--- src/rtl/mc_control_unit_p_if.sv ---
// Control bus between the multicycle controller and the datapath.
// The slave side is the controller: it consumes IR fields and the ALU overflow flag.
interface mc_control_unit_p_if;
  logic [5:0] opcode;
  logic [5:0] funct;
  logic       Of;
  logic       PCWrite, PCWriteCond, BranchNe, MemWrite, IRWrite, MDRWrite, RegWrite;
  logic       LoadA, LoadB, ALUOutWrite, EPCWrite, MemToReg, ALUSrcA;
  logic [1:0] RegDst, ALUSrcB, PCSource, ExcCause;
  logic [2:0] IorD, ALUOp;
  logic       rst_out;

  modport slave (
    input  opcode, funct, Of,
    output PCWrite, PCWriteCond, BranchNe, MemWrite, IRWrite, MDRWrite, RegWrite,
           LoadA, LoadB, ALUOutWrite, EPCWrite, MemToReg, ALUSrcA,
           RegDst, ALUSrcB, PCSource, ExcCause, IorD, ALUOp, rst_out
  );

  modport master (
    output opcode, funct, Of,
    input  PCWrite, PCWriteCond, BranchNe, MemWrite, IRWrite, MDRWrite, RegWrite,
           LoadA, LoadB, ALUOutWrite, EPCWrite, MemToReg, ALUSrcA,
           RegDst, ALUSrcB, PCSource, ExcCause, IorD, ALUOp, rst_out
  );
endinterface

--- src/rtl/mc_control_unit_p.sv ---
// Multicycle MIPS-subset controller with configurable memory wait and exceptions.
// Outputs are decoded from the registered state and wait counter.
module mc_control_unit_p #(
  parameter int MEM_WAIT = 2,
  parameter int CNT_W    = 3
) (
  input logic              clk,
  input logic              reset,
  mc_control_unit_p_if.slave bus
);
  if (2**CNT_W <= MEM_WAIT) begin : g_param_check
    $error("mc_control_unit_p: CNT_W too narrow for MEM_WAIT");
  end

  localparam logic [3:0] ST_RESET    = 4'd0;
  localparam logic [3:0] ST_FETCH    = 4'd1;
  localparam logic [3:0] ST_DECODE   = 4'd2;
  localparam logic [3:0] ST_R_EX     = 4'd3;
  localparam logic [3:0] ST_R_WB     = 4'd4;
  localparam logic [3:0] ST_ADDI_EX  = 4'd5;
  localparam logic [3:0] ST_ADDI_WB  = 4'd6;
  localparam logic [3:0] ST_MEM_ADDR = 4'd7;
  localparam logic [3:0] ST_LW_RD    = 4'd8;
  localparam logic [3:0] ST_LW_WB    = 4'd9;
  localparam logic [3:0] ST_SW_WR    = 4'd10;
  localparam logic [3:0] ST_BRANCH   = 4'd11;
  localparam logic [3:0] ST_JUMP     = 4'd12;
  localparam logic [3:0] ST_EXC_OPC  = 4'd13;
  localparam logic [3:0] ST_EXC_OVF  = 4'd14;

  localparam logic [CNT_W-1:0] WAIT_LAST = CNT_W'(MEM_WAIT);

  logic [3:0]       state_reg, state_next;
  logic [CNT_W-1:0] cnt_reg, cnt_next;
  logic             at_wait;
  logic             r_valid;

  assign at_wait = (cnt_reg == WAIT_LAST);
  assign r_valid = (bus.funct == 6'h20) || (bus.funct == 6'h22) || (bus.funct == 6'h24);

  always_ff @(posedge clk) begin
    if (reset) begin
      state_reg <= ST_RESET;
      cnt_reg   <= '0;
    end else begin
      state_reg <= state_next;
      cnt_reg   <= cnt_next;
    end
  end

  // Only the two memory-wait states hold; every other state lasts one cycle.
  always_comb begin
    state_next = ST_FETCH;
    cnt_next   = '0;
    case (state_reg)
      ST_FETCH: begin
        if (at_wait) state_next = ST_DECODE;
        else begin
          state_next = ST_FETCH;
          cnt_next   = cnt_reg + 1'b1;
        end
      end
      ST_DECODE: begin
        case (bus.opcode)
          6'h00:        state_next = r_valid ? ST_R_EX : ST_EXC_OPC;
          6'h08:        state_next = ST_ADDI_EX;
          6'h23, 6'h2B: state_next = ST_MEM_ADDR;
          6'h04, 6'h05: state_next = ST_BRANCH;
          6'h02:        state_next = ST_JUMP;
          6'h3F:        state_next = ST_RESET;
          default:      state_next = ST_EXC_OPC;
        endcase
      end
      ST_R_EX:
        state_next = (bus.Of && ((bus.funct == 6'h20) || (bus.funct == 6'h22))) ? ST_EXC_OVF : ST_R_WB;
      ST_ADDI_EX:
        state_next = bus.Of ? ST_EXC_OVF : ST_ADDI_WB;
      ST_MEM_ADDR: begin
        if (bus.opcode == 6'h23)      state_next = ST_LW_RD;
        else if (bus.opcode == 6'h2B) state_next = ST_SW_WR;
        else                          state_next = ST_FETCH;
      end
      ST_LW_RD: begin
        if (at_wait) state_next = ST_LW_WB;
        else begin
          state_next = ST_LW_RD;
          cnt_next   = cnt_reg + 1'b1;
        end
      end
      default: state_next = ST_FETCH;
    endcase
  end

  // Asserting reset forces the reset output pattern at once so nothing in flight can write.
  always_comb begin
    bus.PCWrite     = 1'b0;
    bus.PCWriteCond = 1'b0;
    bus.BranchNe    = 1'b0;
    bus.MemWrite    = 1'b0;
    bus.IRWrite     = 1'b0;
    bus.MDRWrite    = 1'b0;
    bus.RegWrite    = 1'b0;
    bus.LoadA       = 1'b0;
    bus.LoadB       = 1'b0;
    bus.ALUOutWrite = 1'b0;
    bus.EPCWrite    = 1'b0;
    bus.MemToReg    = 1'b0;
    bus.ALUSrcA     = 1'b0;
    bus.RegDst      = 2'b00;
    bus.ALUSrcB     = 2'b00;
    bus.PCSource    = 2'b00;
    bus.ExcCause    = 2'b00;
    bus.IorD        = 3'b000;
    bus.ALUOp       = 3'b000;
    bus.rst_out     = 1'b0;
    if (reset || state_reg == ST_RESET) begin
      bus.rst_out = 1'b1;
    end else begin
      case (state_reg)
        ST_FETCH: begin
          bus.ALUSrcB = 2'b01;
          bus.ALUOp   = 3'b001;
          bus.PCWrite = at_wait;
          bus.IRWrite = at_wait;
        end
        ST_DECODE: begin
          bus.LoadA       = 1'b1;
          bus.LoadB       = 1'b1;
          bus.ALUSrcB     = 2'b11;
          bus.ALUOp       = 3'b001;
          bus.ALUOutWrite = 1'b1;
        end
        ST_R_EX: begin
          bus.ALUSrcA     = 1'b1;
          bus.ALUOutWrite = 1'b1;
          case (bus.funct)
            6'h20:   bus.ALUOp = 3'b001;
            6'h22:   bus.ALUOp = 3'b010;
            6'h24:   bus.ALUOp = 3'b011;
            default: bus.ALUOp = 3'b000;
          endcase
        end
        ST_R_WB: begin
          bus.RegDst   = 2'b01;
          bus.RegWrite = 1'b1;
        end
        ST_ADDI_EX, ST_MEM_ADDR: begin
          bus.ALUSrcA     = 1'b1;
          bus.ALUSrcB     = 2'b10;
          bus.ALUOp       = 3'b001;
          bus.ALUOutWrite = 1'b1;
        end
        ST_ADDI_WB: bus.RegWrite = 1'b1;
        ST_LW_RD: begin
          bus.IorD     = 3'b001;
          bus.MDRWrite = at_wait;
        end
        ST_LW_WB: begin
          bus.MemToReg = 1'b1;
          bus.RegWrite = 1'b1;
        end
        ST_SW_WR: begin
          bus.IorD     = 3'b001;
          bus.MemWrite = 1'b1;
        end
        ST_BRANCH: begin
          bus.ALUSrcA     = 1'b1;
          bus.ALUOp       = 3'b010;
          bus.PCWriteCond = 1'b1;
          bus.PCSource    = 2'b01;
          bus.BranchNe    = (bus.opcode == 6'h05);
        end
        ST_JUMP: begin
          bus.PCWrite  = 1'b1;
          bus.PCSource = 2'b10;
        end
        ST_EXC_OPC, ST_EXC_OVF: begin
          bus.ALUSrcB  = 2'b01;
          bus.ALUOp    = 3'b010;
          bus.EPCWrite = 1'b1;
          bus.PCWrite  = 1'b1;
          bus.PCSource = 2'b11;
          bus.ExcCause = (state_reg == ST_EXC_OVF) ? 2'b01 : 2'b00;
        end
        default: bus.rst_out = 1'b0;
      endcase
    end
  end
endmodule

--- src/flat_wrapper.sv ---
// flat-port wrapper written by rule: the top's interface ports become plain ports
module mc_control_unit_p_flat 
#(
  parameter int MEM_WAIT = 2,
  parameter int CNT_W    = 3
)
  (clk, reset, bus_opcode, bus_funct, bus_Of, bus_PCWrite, bus_PCWriteCond, bus_BranchNe, bus_MemWrite, bus_IRWrite, bus_MDRWrite, bus_RegWrite, bus_LoadA, bus_LoadB, bus_ALUOutWrite, bus_EPCWrite, bus_MemToReg, bus_ALUSrcA, bus_RegDst, bus_ALUSrcB, bus_PCSource, bus_ExcCause, bus_IorD, bus_ALUOp, bus_rst_out);
  mc_control_unit_p_if bus_i ();
  input logic clk;
  input logic reset;
  input wire logic [$bits(bus_i.opcode)-1:0] bus_opcode;
  input wire logic [$bits(bus_i.funct)-1:0] bus_funct;
  input wire logic [$bits(bus_i.Of)-1:0] bus_Of;
  output wire logic [$bits(bus_i.PCWrite)-1:0] bus_PCWrite;
  output wire logic [$bits(bus_i.PCWriteCond)-1:0] bus_PCWriteCond;
  output wire logic [$bits(bus_i.BranchNe)-1:0] bus_BranchNe;
  output wire logic [$bits(bus_i.MemWrite)-1:0] bus_MemWrite;
  output wire logic [$bits(bus_i.IRWrite)-1:0] bus_IRWrite;
  output wire logic [$bits(bus_i.MDRWrite)-1:0] bus_MDRWrite;
  output wire logic [$bits(bus_i.RegWrite)-1:0] bus_RegWrite;
  output wire logic [$bits(bus_i.LoadA)-1:0] bus_LoadA;
  output wire logic [$bits(bus_i.LoadB)-1:0] bus_LoadB;
  output wire logic [$bits(bus_i.ALUOutWrite)-1:0] bus_ALUOutWrite;
  output wire logic [$bits(bus_i.EPCWrite)-1:0] bus_EPCWrite;
  output wire logic [$bits(bus_i.MemToReg)-1:0] bus_MemToReg;
  output wire logic [$bits(bus_i.ALUSrcA)-1:0] bus_ALUSrcA;
  output wire logic [$bits(bus_i.RegDst)-1:0] bus_RegDst;
  output wire logic [$bits(bus_i.ALUSrcB)-1:0] bus_ALUSrcB;
  output wire logic [$bits(bus_i.PCSource)-1:0] bus_PCSource;
  output wire logic [$bits(bus_i.ExcCause)-1:0] bus_ExcCause;
  output wire logic [$bits(bus_i.IorD)-1:0] bus_IorD;
  output wire logic [$bits(bus_i.ALUOp)-1:0] bus_ALUOp;
  output wire logic [$bits(bus_i.rst_out)-1:0] bus_rst_out;
  assign bus_i.opcode = bus_opcode;
  assign bus_i.funct = bus_funct;
  assign bus_i.Of = bus_Of;
  assign bus_PCWrite = bus_i.PCWrite;
  assign bus_PCWriteCond = bus_i.PCWriteCond;
  assign bus_BranchNe = bus_i.BranchNe;
  assign bus_MemWrite = bus_i.MemWrite;
  assign bus_IRWrite = bus_i.IRWrite;
  assign bus_MDRWrite = bus_i.MDRWrite;
  assign bus_RegWrite = bus_i.RegWrite;
  assign bus_LoadA = bus_i.LoadA;
  assign bus_LoadB = bus_i.LoadB;
  assign bus_ALUOutWrite = bus_i.ALUOutWrite;
  assign bus_EPCWrite = bus_i.EPCWrite;
  assign bus_MemToReg = bus_i.MemToReg;
  assign bus_ALUSrcA = bus_i.ALUSrcA;
  assign bus_RegDst = bus_i.RegDst;
  assign bus_ALUSrcB = bus_i.ALUSrcB;
  assign bus_PCSource = bus_i.PCSource;
  assign bus_ExcCause = bus_i.ExcCause;
  assign bus_IorD = bus_i.IorD;
  assign bus_ALUOp = bus_i.ALUOp;
  assign bus_rst_out = bus_i.rst_out;
  mc_control_unit_p #(.MEM_WAIT(MEM_WAIT), .CNT_W(CNT_W)) u_core (.clk(clk), .reset(reset), .bus(bus_i));
endmodule
--- config.mk ---
export PLATFORM = sky130hd
export DESIGN_NAME = mc_control_unit_p_flat
export DESIGN_NICKNAME = d
export VERILOG_FILES = /design/src/rtl/mc_control_unit_p_if.sv /design/src/rtl/mc_control_unit_p.sv /design/src/flat_wrapper.sv
export SDC_FILE = /design/constraint.sdc
export NUM_CORES = 1
export LEC_CHECK = 0
export BUFFER_PORTS_ARGS = -buffer_cell sky130_fd_sc_hd__buf_2
export CAP_MARGIN = 5
export CORE_MARGIN = 4
export CORE_UTILIZATION = 47
export DETAILED_ROUTE_END_ITERATION = 12
export PLACE_DENSITY = 0.91
export REMOVE_ABC_BUFFERS = 1
export SYNTH_ARGS = -nofsm -noshare
export SYNTH_HDL_FRONTEND = slang
export SYNTH_SLANG_ARGS = --single-unit
--- constraint.sdc ---
create_clock -name clk -period 1.9 [get_ports clk]
set_input_delay 0.285 -clock clk [delete_from_list [all_inputs] [get_ports clk]]
set_output_delay 0.285 -clock clk [all_outputs]
set_load 0.005 [all_outputs]
# After elaboration in Yosys (flattened, before gate mapping)
# Index checks and enable logic that the tools add are counted.
# totals
register_bits	7
latchBits	0
ram_bits	0
mem_bits_ro	0
output_inout_bits	28
n_memories	0
# op_classes
add_sub_neg	1
mul	0
div_mod_pow	0
magnitude_cmp	0
eq_ne	25
n_shift	0
mux	48
bitwise_logic	1
n_reduce_logical	20
# ops
cell	count
$pmux W4 S6	2
$eq A6 B6 Y1 const B	6
$eq A4 B4 Y1 const B	7
$mux W1	28
$mux W4	5
$pmux W2 S3	3
$eq A4 B3 Y1 const B	4
$reduce_or A3 Y1	5
$eq A6 B3 Y1 const B	2
$mux W2	6
$reduce_or A2 Y1	6
$reduce_or A4 Y1	3
$pmux W3 S3	1
$eq A4 B2 Y1 const B	2
$eq A6 B2 Y1 const B	1
$eq A6 B4 Y1 const B	1
$logic_not A6 Y1	1
$mux W3	2
$eq A4 B1 Y1 const B	1
$logic_not A4 Y1	1
$add A3 B1 Y3 const B	1
$eq A3 B2 Y1 const B	1
$logic_or A1 B1 Y1	3
$pmux W1 S2	1
2 further kinds	2

# Longest topological paths before layout
# Gate-level depths: netlist of run 1.
# logic_depth
word_depth	6
ltp_mapped	6

# Worst setup path after synthesis of run 1
# OpenSTA, ideal clock, no wires.
# synth_timing
kind	input -> output
startpoint	input port bus_funct[0]
endpoint	output port bus_ALUOp[0]
arrival_ps	1292
t_required_ps	1615
setup_slack_ps	323
stages	3
cell_sequence	or4b_1 -> o211a_1 -> nor4_2
# synth_via
elab_chain_len	4
elab_cells_between_ends	6
# synth_lines
item	line	rtl
start, declared	flat_wrapper.sv:12	input wire logic [$bits(bus_i.funct)-1:0] bus_funct;
$eq A6 B6 Y1	mc_control_unit_p.sv:136	case (bus.funct)
$pmux W2 S3 (*)	mc_control_unit_p.sv:136	
$pmux W3 S3 (*)	mc_control_unit_p.sv:119	case (state_reg)
$mux W3 (*)	mc_control_unit_p.sv:116	if (reset || state_reg == ST_RESET) begin
end, declared	flat_wrapper.sv:32	output wire logic [$bits(bus_i.ALUOp)-1:0] bus_ALUOp;
# Mark *: on every way between the ends. The rest lies on a longest branch, timed or not.

# Final worst setup path of run 1
# Ends and elaborated chain as after synthesis.

==> results of run 1 <==
-- worst max-delay path, stage by stage --
cell,delay (ns)
sky130_fd_sc_hd__buf_2,0.10
sky130_fd_sc_hd__or4b_1,0.56
sky130_fd_sc_hd__o211a_1,0.24
sky130_fd_sc_hd__nor4_2,0.19
sky130_fd_sc_hd__buf_2,0.15
-- metrics by stage --
| stage | instance area, um^2 | setup TNS, ns | cells | util (%) | setup WS, ns |
|---|---|---|---|---|---|
| 2_1_floorplan | 872.1 | 0 | 123 | - | 0.2462 |
| 3_3_place_gp | 1144 | 0 | 194 | 58.89 | 0.1105 |
| 3_5_place_dp | 1144 | 0 | 194 | 58.89 | 0.07459 |
| 4_1_cts | 1176 | 0 | 198 | 60.57 | 0.02798 |
| 5_1_grt | 1190 | -0.004973 | 198 | 61.28 | -0.004973 |
| 6_report | 1190 | 0 | 198 | 61.28 | 0.08375 |
-- Yosys cell counts, types with 2 or more instances --
library cell	count	area, um^2
sky130_fd_sc_hd__nand3_1	3	15.01
sky130_fd_sc_hd__a211oi_1	4	30.03
sky130_fd_sc_hd__or2_1	3	18.77
sky130_fd_sc_hd__o21ai_0	3	15.01
sky130_fd_sc_hd__dfxtp_1	7	140.1
sky130_fd_sc_hd__nor4b_1	3	26.28
sky130_fd_sc_hd__buf_2	3	15.01
sky130_fd_sc_hd__clkbuf_1	3	11.26
sky130_fd_sc_hd__nand2_1	11	41.29
sky130_fd_sc_hd__nor3b_1	2	15.01
sky130_fd_sc_hd__a21oi_1	3	15.01
sky130_fd_sc_hd__inv_1	4	15.01
sky130_fd_sc_hd__o31ai_1	2	15.01
sky130_fd_sc_hd__xor2_1	2	17.52
sky130_fd_sc_hd__nor2b_1	2	12.51
sky130_fd_sc_hd__xnor2_1	3	26.28
sky130_fd_sc_hd__and3_1	2	12.51
sky130_fd_sc_hd__nor4_1	4	25.02
sky130_fd_sc_hd__or4b_1	2	20.02
sky130_fd_sc_hd__ha_1	2	25.02
sky130_fd_sc_hd__nand2b_1	7	43.79
sky130_fd_sc_hd__a221oi_1	2	17.52
sky130_fd_sc_hd__buf_4	7	52.55
sky130_fd_sc_hd__mux2i_1	2	20.02
sky130_fd_sc_hd__o22ai_1	4	25.02
sky130_fd_sc_hd__nor3_1	6	30.03
sky130_fd_sc_hd__nor2_1	15	56.30
-- path summary, 6_finish.rpt --
kind                               to  cells after the start  slack [ns]                start
setup reg to reg  u_core.state_reg[3]                      5        0.41  u_core.state_reg[2]
hold reg to reg     u_core.cnt_reg[0]                      1        0.45    u_core.cnt_reg[0]
setup / recovery         bus_ALUOp[0]                      5        0.08         bus_funct[0]
hold / removal    u_core.state_reg[0]                      2        0.40                reset
-- kinds of logic after synthesis --
kind of cell | count (synthesis)
compound gates | 29
xor+xnor | 5
fa+ha+maj | 2
buf+inv | 19
flops | 7
mux | 2
other cells | 1
simple gates | 69
-- timing repair --
item                       CTS  global route
pin swaps                    0             0
gates resized for setup      1             6
setup endpoints to repair    1             8
hold buffers                 0             0
-- per-layer routing --
metal  track usage [%]  part of all wire [%]  up-vias  wire length [um]
li1                  -                     -      558                 -
met1             22.09                    39      534              1038
met2             36.36                    52       62              1369
met3             2.254                   9.1        0               240
met4             4.255                     0        0                 0
met5                 0                     0        -                 0
-- cell type report --
cell class	count	area, um^2	area share, %
inverters	4	15.01	1.262
multi-input cells	112	733.2	61.62
repair buffers	44	237.7	19.98
well taps	27	33.78	2.839
clock buffers	4	26.28	2.208
flip-flops and latches	7	143.9	12.09
-- power by group through the flow --
stage | registers (mW) | logic (mW) | clock network (mW)
2_1_floorplan | 0.163 | 0.0485 | 0
3_3_place_gp | 0.159 | 0.0982 | 0
3_5_place_dp | 0.159 | 0.104 | 0
4_1_cts | 0.157 | 0.105 | 0.132
5_1_grt | 0.157 | 0.118 | 0.141
6_report | 0.157 | 0.107 | 0.131
==> load_flow_metrics.sql, run 1 <==
INSERT INTO impl_metrics (metric_group, metric, value, unit) VALUES
('floorplanning', 'die_w', '52.98', 'um'),
('drt', 'via_count', '1154', ''),
('floorplanning', 'floorplan.io_pins', '43', ''),
('layout', 'flow.area_growth_from_synthesis', '25.13', '%'),
('yosys', 'synthArstFlopShare', '0', '%'),
('critical_path', 'timing.setup.critical_path_class', 'in -> out', ''),
('timing', 'final_setup_violation_count', '0', ''),
('job', 'max-cap-violations', '0', ''),
('floorplanning', 'std_cell_rows', '16', ''),
('pwr', 'standby_leakage_power', '0.5485', 'nW'),
('global_route', 'number_of_global_route_vias_before_repair', '1009', ''),
('drt', 'route.antenna.remaining_nets', '0', ''),
('clock_tree', 'post_cts_buffers', '0', ''),
('critical_path', 'path_max_fanout', '3', ''),
('pwr', 'power.density_cell_area', '332.2', 'nW/um^2'),
('pwr', 'combinationalPowerShare', '27.2', '%'),
('yosys', 'synth_cell_type_count', '50', ''),
('drt', 'post_drt_wl_per_cell', '13.38', 'um'),
('global_route', 'antenna_found_initial', '0', ''),
('yosys', 'synth.area.mux_share', '2.105', '%'),
('clock_tree', 'max-clock-path-buffers', '2', ''),
('global_route', 'grt_start_max_net_pins', '17', ''),
('pwr', 'netSwitchingFraction', '30.29', '%'),
('clock_tree', 'clock_tree.root_cell', 'sky130_fd_sc_hd__clkbuf_4', ''),
('timing', 'whs', '0.3954', 'ns'),
('clock_tree', 'path_clk_slew', '0.05', 'ns'),
('layout', 'fillers', '179', ''),
('global_route', 'grt_util_all_layers', '19.02', '%'),
('clock_tree', 'cts_htree_levels', '1', ''),
('yosys', 'yosys_register_bits', '7', ''),
('layout', 'insertedDiodeCount', '0', ''),
('layout', 'layout_commonest_cell', 'sky130_fd_sc_hd__buf_2', ''),
('layout', 'largest_register_ff_count', '4', ''),
('floorplanning', 'fp.coreArea', '1942', 'um^2'),
('timing', 'final_period_minus_worst_setup_slack', '1.816', 'ns'),
('yosys', 'synth_simple_gate_area_share', '41.58', '%'),
('status', 'run_status', 'completed', ''),
('drt', 'drcViolationCount', '0', ''),
('pwr', 'power.switching', '119.7', 'uW'),
('clock_tree', 'cts.sink_count', '7', ''),
('global_route', 'grt_overflow', '0', ''),
('yosys', 'post_synth_inst_count', '134', ''),
('global_route', 'grt_first_pass_wirelength', '4.174', 'mm'),
('clock_tree', 'worst_skew_pair.late_latency', '0.24', 'ns'),
('layout', 'final_layout_size_suffix_gt1_share', '34.50', '%'),
('layout', 'nets', '189', ''),
('yosys', 'ys.flop_type', 'sky130_fd_sc_hd__dfxtp_1', ''),
('pwr', 'seq_power_share', '39.6', '%'),
('drt', 'dr.pass1.iters', '5', ''),
('yosys', 'synth_top_family_by_area', 'simple AND/OR/NAND/NOR gates', ''),
('pwr', 'clock_power_share', '33.2', '%'),
('yosys', 'synthesis.yosys.warnings', '0', ''),
('layout', 'leading_cell_types_in_the_layout_fill_and_taps_excluded', '37 x sky130_fd_sc_hd__buf_2, 14 x sky130_fd_sc_hd__nor2_1, 11 x sky130_fd_sc_hd__nand2_1', ''),
('floorplanning', 'dieHeight', '52.98', 'um'),
('floorplanning', 'start_util', '48.97', '%'),
('pwr', 'totalPowerFinal', '395.2', 'uW'),
('pwr', 'power.internal', '275.5', 'uW'),
('clock_tree', 'tritoncts.num_buffers', '3', ''),
('yosys', 'post_synth_xor_area_fraction', '4.605', '%'),
('timing', 'timing.final.max_slew_violations', '0', ''),
('yosys', 'number_of_enable_type_register_cells_in_the_synthesized_netlist', '0', ''),
('yosys', 'seq_area_frac_synth', '14.74', '%'),
('placement', 'dp_hpwl', '2.168', 'mm'),
('timing', 'fin_worst_skew', '0.005321', 'ns'),
('critical_path', 'endpoint_type_of_the_worst_setup_path', 'primary output', ''),
('critical_path', 'crit_required', '1.62', 'ns'),
('yosys', 'synthesis.area_per_instance', '7.096', 'um^2'),
('timing', 'fmax', '0.5506', 'GHz'),
('timing', 'finalHoldViolations', '0', ''),
('critical_path', 'critical_path_arrival', '1.53', 'ns'),
('timing', 'rsz0062_at_grt', 'yes', '');
Power figures use the tool's default switching activity.
==> run 2: changes to the inputs <==
Settings changed: PLACE_DENSITY 0.91 to not set, PLACE_DENSITY_LB_ADDON set to 0.3.
==> run 2 against run 1 <==
Via count decreased by 2.7%. Sequential share of layout area barely moved. Sequential cell count is the same. Largest power group unchanged. Register-to-register slack got worse by 0.02 ns. Sequential power about the same. Critical path depth unchanged. Combinational power is essentially flat.
==> load_flow_metrics.sql, run 2 (synthesized netlist as in run 1, its figures left out) <==
INSERT INTO impl_metrics (metric_group, metric, value, unit) VALUES
('drt', 'drcViolationCount', '0', ''),
('layout', 'leading_cell_types_in_the_layout_fill_and_taps_excluded', '37 x sky130_fd_sc_hd__buf_2, 14 x sky130_fd_sc_hd__nor2_1, 11 x sky130_fd_sc_hd__nand2_1', ''),
('floorplanning', 'fp.coreArea', '1942', 'um^2'),
('floorplanning', 'start_util', '48.97', '%'),
('layout', 'nets', '188', ''),
('clock_tree', 'max-clock-path-buffers', '2', ''),
('layout', 'postLayoutCellArea', '1200', 'um^2'),
('layout', 'fillers', '192', ''),
('timing', 'finalHoldViolations', '0', ''),
('critical_path', 'cp-startpoint', 'u_core.state_reg[1]', ''),
('global_route', 'grt_first_pass_wirelength', '4.160', 'mm'),
('clock_tree', 'worst_skew_pair.late_latency', '0.26', 'ns'),
('floorplanning', 'design.die.area', '2807', 'um^2'),
('layout', 'flow.area_growth_from_synthesis', '26.18', '%'),
('clock_tree', 'tritoncts.num_buffers', '3', ''),
('critical_path', 'endpoint', 'bus_PCSource[0]', ''),
('timing', 'fin_worst_skew', '0.001656', 'ns'),
('clock_tree', 'post_cts_buffers', '0', ''),
('clock_tree', 'clock_tree.root_cell', 'sky130_fd_sc_hd__clkbuf_4', ''),
('drt', 'drt_first_iter_violations', '17', ''),
('pwr', 'power.density_cell_area', '335.0', 'nW/um^2'),
('worst_hold_path', 'timing.hold.worst.class', 'in -> reg', ''),
('layout', 'layout_commonest_cell', 'sky130_fd_sc_hd__buf_2', ''),
('timing', 'whs', '0.3857', 'ns'),
('global_route', 'grt_util_all_layers', '19.01', '%'),
('critical_path', 'timing.critical_path.from_type', 'flip-flop', ''),
('drt', 'drt_wl_total', '2.595', 'mm'),
('critical_path', 'crit_required', '1.62', 'ns'),
('timing', 'timing.final.max_slew_violations', '0', ''),
('global_route', 'grt_start_max_net_pins', '13', ''),
('drt', 'dr.pass1.iters', '4', ''),
('layout', 'insertedDiodeCount', '0', ''),
('global_route', 'antenna_found_initial', '0', ''),
('global_route', 'grt_overflow', '0', ''),
('placement', 'gp_congestion', '0.8408', ''),
('clock_tree', 'postCtsHoldBufs', '0', ''),
('timing', 'final_setup_violation_count', '0', ''),
('placement', 'dp_slack', '0.07384', 'ns'),
('timing', 'finalCritPeriodShare', '94.19', '%'),
('critical_path', 'critical_path.reg2reg.endpoint', 'u_core.state_reg[1]', ''),
('clock_tree', 'cts_htree_levels', '1', ''),
('status', 'run_status', 'completed', ''),
('layout', 'largest_register_ff_count', '4', ''),
('critical_path', 'regToRegStartpoint', 'u_core.state_reg[2]', ''),
('drt', 'via_count', '1123', ''),
('drt', 'route.antenna.remaining_nets', '0', ''),
('floorplanning', 'die_w', '52.98', 'um'),
('critical_path', 'reg2reg_path_depth', '5', ''),
('placement', 'placed_cell_area', '1136', 'um^2'),
('job', 'max-cap-violations', '0', ''),
('floorplanning', 'std_cell_rows', '16', ''),
('timing', 'final.setup.worst_slack', '0.1103', 'ns'),
('clock_tree', 'tritoncts', 'done', ''),
('pwr', 'peakVddDrop', '0.0003283', 'V'),
('layout', 'fin_cells', '197', ''),
('critical_path', 'endpoint_type_of_the_worst_setup_path', 'primary output', ''),
('timing', 'final_period_minus_worst_setup_slack', '1.790', 'ns'),
('critical_path', 'path_max_fanout', '9', ''),
('placement', 'post-place-cells', '193', ''),
('critical_path', 'critical_path_arrival', '1.50', 'ns'),
('layout', 'final_layout_size_suffix_gt1_share', '36.47', '%'),
('pwr', 'standby_leakage_power', '0.5497', 'nW'),
('floorplanning', 'floorplan.io_pins', '43', ''),
('drt', 'post_drt_wl_per_cell', '13.17', 'um'),
('critical_path', 'ff2ff_setup_slack', '0.39', 'ns'),
('floorplanning', 'dieHeight', '52.98', 'um'),
('timing', 'fin_setup_tns', '0', 'ns'),
('placement', 'port-buffer-count', '37', ''),
('placement', 'dp_hpwl', '2.061', 'mm'),
('critical_path', 'timing.setup.critical_path_class', 'reg -> out', ''),
('global_route', 'number_of_global_route_vias_before_repair', '1001', ''),
('clock_tree', 'cts.sink_count', '7', ''),
('clock_tree', 'path_clk_slew', '0.06', 'ns'),
('drt', 'post_drt_via_cell_ratio', '5.701', ''),
('timing', 'fmax', '0.5588', 'GHz');
==> run 2: per-stage QoR <==
stage	power (mW)	utilization [%]
floorplan	0.2113	-
global placement	0.2582	58.51
detailed placement	0.2617	58.51
CTS	0.4028	60.05
global route	0.4248	61.79
finish	0.4019	61.79
==> run 2: area by class of cell <==
type | instances | area (um^2) | area share, %
flip-flops and latches | 7 | 145.1 | 12.10
clock inverters | 1 | 5.005 | 0.4171
repair buffers | 43 | 230.2 | 19.19
inverters | 4 | 15.01 | 1.251
clock buffers | 3 | 22.52 | 1.877
multi-input cells | 112 | 748.2 | 62.36
well taps | 27 | 33.78 | 2.815
==> run 2: worst min path at each step <==
stage | from | endpoint | slack [ns] | cells past startpoint
after floorplan | reset | u_core.state_reg[0] | 0.39 | 1
after global routing | bus_opcode[3] | u_core.state_reg[1] | 0.42 | 3
after global placement | u_core.cnt_reg[0] | u_core.cnt_reg[0] | 0.43 | 1
final | bus_opcode[3] | u_core.state_reg[1] | 0.39 | 3
after detailed placement | u_core.cnt_reg[0] | u_core.cnt_reg[0] | 0.45 | 1
after CTS | bus_opcode[3] | u_core.state_reg[1] | 0.39 | 3
==> run 2: worst max-delay path: stages, from the launching register on <==
cell	delay, ns
sky130_fd_sc_hd__dfxtp_2	0.41
sky130_fd_sc_hd__nand2b_1	0.23
sky130_fd_sc_hd__and2_1	0.20
sky130_fd_sc_hd__nor3_2	0.06
sky130_fd_sc_hd__or2_1	0.22
sky130_fd_sc_hd__buf_2	0.12
==> run 2: routing by layer <==
| metal | routed length (um) | vias up | track usage [%] |
|---|---|---|---|
| met5 | 0 | - | 0 |
| met4 | 0 | 0 | 3.830 |
| met3 | 216 | 0 | 3.662 |
| met2 | 1245 | 44 | 33.06 |
| met1 | 1132 | 521 | 24.07 |
| li1 | - | 558 | - |
==> run 2: what timing repair did <==
item,in CTS,in global routing
setup endpoints to repair,3,7
gates resized for setup,2,9
cloned,0,0
==> run 2: where the power goes <==
group          total (mW)  leakage (nW)  internal, mW  switching [mW]
clock network       0.139        0.0177        0.0772          0.0616
logic               0.105         0.473        0.0441          0.0609
registers           0.158        0.0586         0.152         0.00630
total               0.402         0.550         0.273           0.129
==> run 3: changes to the inputs <==
Settings changed: BUFFER_PORTS_ARGS -buffer_cell sky130_fd_sc_hd__buf_2 to -buffer_cell sky130_fd_sc_hd__buf_4, SLEW_MARGIN set to 0.
==> run 3 against run 2 <==
Global-route usage grew 2.8 points. Core utilization up 5.7 points. Sequential share of layout area shrank 1.0 points. Wire length grew 7.9%.
==> load_flow_metrics.sql, run 3 (synthesized netlist as in run 1, its figures left out) <==
INSERT INTO impl_metrics (metric_group, metric, value, unit) VALUES
('layout', 'leading_cell_types_in_the_layout_fill_and_taps_excluded', '44 x sky130_fd_sc_hd__buf_4, 14 x sky130_fd_sc_hd__nor2_1, 11 x sky130_fd_sc_hd__nand2_1', ''),
('clock_tree', 'worst_skew_pair.late_latency', '0.27', 'ns'),
('critical_path', 'critical_path_arrival', '1.52', 'ns'),
('timing', 'final.setup.worst_slack', '0.09735', 'ns'),
('clock_tree', 'postCtsHoldBufs', '0', ''),
('job', 'max-cap-violations', '0', ''),
('clock_tree', 'post_cts_buffers', '0', ''),
('global_route', 'grt_first_pass_wirelength', '4.436', 'mm'),
('critical_path', 'timing.setup.critical_path_class', 'in -> out', ''),
('floorplanning', 'fp.coreArea', '1942', 'um^2'),
('critical_path', 'crit_required', '1.62', 'ns'),
('critical_path', 'timing.critical_path.from_type', 'primary input', ''),
('drt', 'drt_first_iter_violations', '15', ''),
('floorplanning', 'design.die.area', '2807', 'um^2'),
('placement', 'dp_slack', '0.05163', 'ns'),
('critical_path', 'critical_path_cell_count', '5', ''),
('layout', 'layout_commonest_cell', 'sky130_fd_sc_hd__buf_4', ''),
('timing', 'fin_worst_skew', '0.004027', 'ns'),
('pwr', 'power.density_cell_area', '324.3', 'nW/um^2'),
('critical_path', 'reg2reg_path_depth', '5', ''),
('global_route', 'grt_overflow', '0', ''),
('global_route', 'grt_start_max_net_pins', '17', ''),
('critical_path', 'slowest_stage', 'sky130_fd_sc_hd__or4b_4', ''),
('clock_tree', 'tritoncts', 'done', ''),
('placement', 'dp_hpwl', '2.259', 'mm'),
('drt', 'dr.pass1.iters', '4', ''),
('drt', 'drcViolationCount', '0', ''),
('global_route', 'number_of_global_route_vias_before_repair', '1024', ''),
('clock_tree', 'clock_tree.root_cell', 'sky130_fd_sc_hd__clkbuf_4', ''),
('timing', 'final_period_minus_worst_setup_slack', '1.803', 'ns'),
('placement', 'gp_congestion', '0.8084', ''),
('layout', 'flow.area_growth_from_synthesis', '37.76', '%'),
('critical_path', 'cp_slowest_stage_delay', '0.54', 'ns'),
('timing', 'timing.final.max_slew_violations', '0', ''),
('drt', 'drt_wl_total', '2.801', 'mm'),
('critical_path', 'path_common_cell', 'sky130_fd_sc_hd__buf_4', ''),
('layout', 'final_layout_size_suffix_gt1_share', '38.60', '%'),
('clock_tree', 'path_clk_slew', '0.06', 'ns'),
('worst_hold_path', 'timing.hold.worst.class', 'in -> reg', ''),
('floorplanning', 'floorplan.io_pins', '43', ''),
('drt', 'via_count', '1132', ''),
('pwr', 'standby_leakage_power', '0.5668', 'nW'),
('timing', 'finalCritPeriodShare', '94.88', '%'),
('global_route', 'grt_util_all_layers', '21.78', '%'),
('floorplanning', 'die_w', '52.98', 'um'),
('status', 'run_status', 'completed', ''),
('global_route', 'antenna_found_initial', '0', ''),
('drt', 'post_drt_wl_per_cell', '14.15', 'um'),
('worst_hold_path', 'hold-path-cell-count', '3', ''),
('pwr', 'peakVddDrop', '0.0003560', 'V'),
('timing', 'whs', '0.3491', 'ns'),
('timing', 'rsz0062_at_grt', 'no', ''),
('pwr', 'totalPowerFinal', '424.8', 'uW'),
('floorplanning', 'std_cell_rows', '16', ''),
('timing', 'fmax', '0.5547', 'GHz'),
('layout', 'nets', '189', ''),
('critical_path', 'worstPathCellList', 'buf_4, or4b_4, o211a_1, nor4_2, buf_4', ''),
('timing', 'finalHoldViolations', '0', ''),
('clock_tree', 'max-clock-path-buffers', '2', ''),
('placement', 'port-buffer-count', '37', ''),
('layout', 'largest_register_ff_count', '4', ''),
('floorplanning', 'dieHeight', '52.98', 'um'),
('layout', 'insertedDiodeCount', '0', ''),
('clock_tree', 'cts_htree_levels', '1', ''),
('clock_tree', 'tritoncts.num_buffers', '3', ''),
('critical_path', 'path_buf_inv', '2', ''),
('critical_path', 'critical-path-top-delay-family', 'simple AND/OR/NAND/NOR gates', ''),
('clock_tree', 'cts.sink_count', '7', ''),
('drt', 'route.antenna.remaining_nets', '0', ''),
('critical_path', 'endpoint_type_of_the_worst_setup_path', 'primary output', ''),
('timing', 'final_setup_violation_count', '0', ''),
('timing', 'fin_setup_tns', '0', 'ns'),
('critical_path', 'path_max_fanout', '3', ''),
('floorplanning', 'start_util', '48.97', '%'),
('drt', 'post_drt_via_cell_ratio', '5.717', '');
-- run 3: cell count changes in the layout (fill, tap and decap cells not counted) --
cell,previous run,this run
sky130_fd_sc_hd__buf_2,37,0
sky130_fd_sc_hd__buf_4,6,44
sky130_fd_sc_hd__nand2b_1,6,5
sky130_fd_sc_hd__nand2b_2,1,2
sky130_fd_sc_hd__nor2b_1,2,1
sky130_fd_sc_hd__nor2b_2,0,1
sky130_fd_sc_hd__o31ai_1,2,1
sky130_fd_sc_hd__o31ai_2,0,1
-- run 3: per-stage QoR --
stage	utilization, %	cells	instance area (um^2)
2_1_floorplan	-	123	872.1
3_3_place_gp	63.66	194	1236
3_5_place_dp	63.66	194	1236
4_1_cts	65.27	198	1267
5_1_grt	67.46	198	1310
6_report	67.46	198	1310
-- run 3: what timing repair did --
item / 4_1_cts / 5_1_grt
setup endpoints to repair: 2 / 8
pin swaps: 0 / 0
cloned: 0 / 0
gates resized for setup: 2 / 12
-- run 3: power breakdown --
| group | switching (mW) | internal (mW) | leakage [nW] | total, mW |
|---|---|---|---|---|
| sequential | 0.00660 | 0.152 | 0.0586 | 0.158 |
| combinational | 0.0618 | 0.0547 | 0.490 | 0.117 |
| clock | 0.0721 | 0.0779 | 0.0177 | 0.150 |
| total | 0.140 | 0.284 | 0.567 | 0.425 |
-- run 3: worst paths after layout --
| path | start | to | slack (ns) |
|---|---|---|---|
| max | bus_funct[0] | bus_ALUOp[0] | 0.1 |
| min | bus_opcode[3] | u_core.state_reg[1] | 0.35 |
| max reg2reg | u_core.state_reg[3] | u_core.state_reg[3] | 0.41 |
| min reg2reg | u_core.cnt_reg[0] | u_core.cnt_reg[0] | 0.46 |
-- run 3: layer usage --
layer	vias up	GRT usage (%)	share of wire [%]
met5	-	0	0
met4	0	13.19	2.3
met3	6	4.789	6.6
met2	42	37.40	50
met1	524	24.16	41
li1	560	-	-
-- run 3: worst register-to-register path: stages, from the launching register on --
cell and delay (ns):
sky130_fd_sc_hd__dfxtp_2 0.36, sky130_fd_sc_hd__buf_4 0.16, sky130_fd_sc_hd__nand2b_1 0.20, sky130_fd_sc_hd__nor4b_1 0.39
sky130_fd_sc_hd__a221oi_1 0.10, sky130_fd_sc_hd__o22ai_1 0.18
-- run 3: area by class of cell --
cell class              count  area [um^2]
flip-flops and latches      7        145.1
inverters                   4        15.01
clock buffers               3        22.52
fillers                   171        631.9
multi-input cells         112        758.2
repair buffers             44        330.3
clock inverters             1        5.005
well taps                  27        33.78
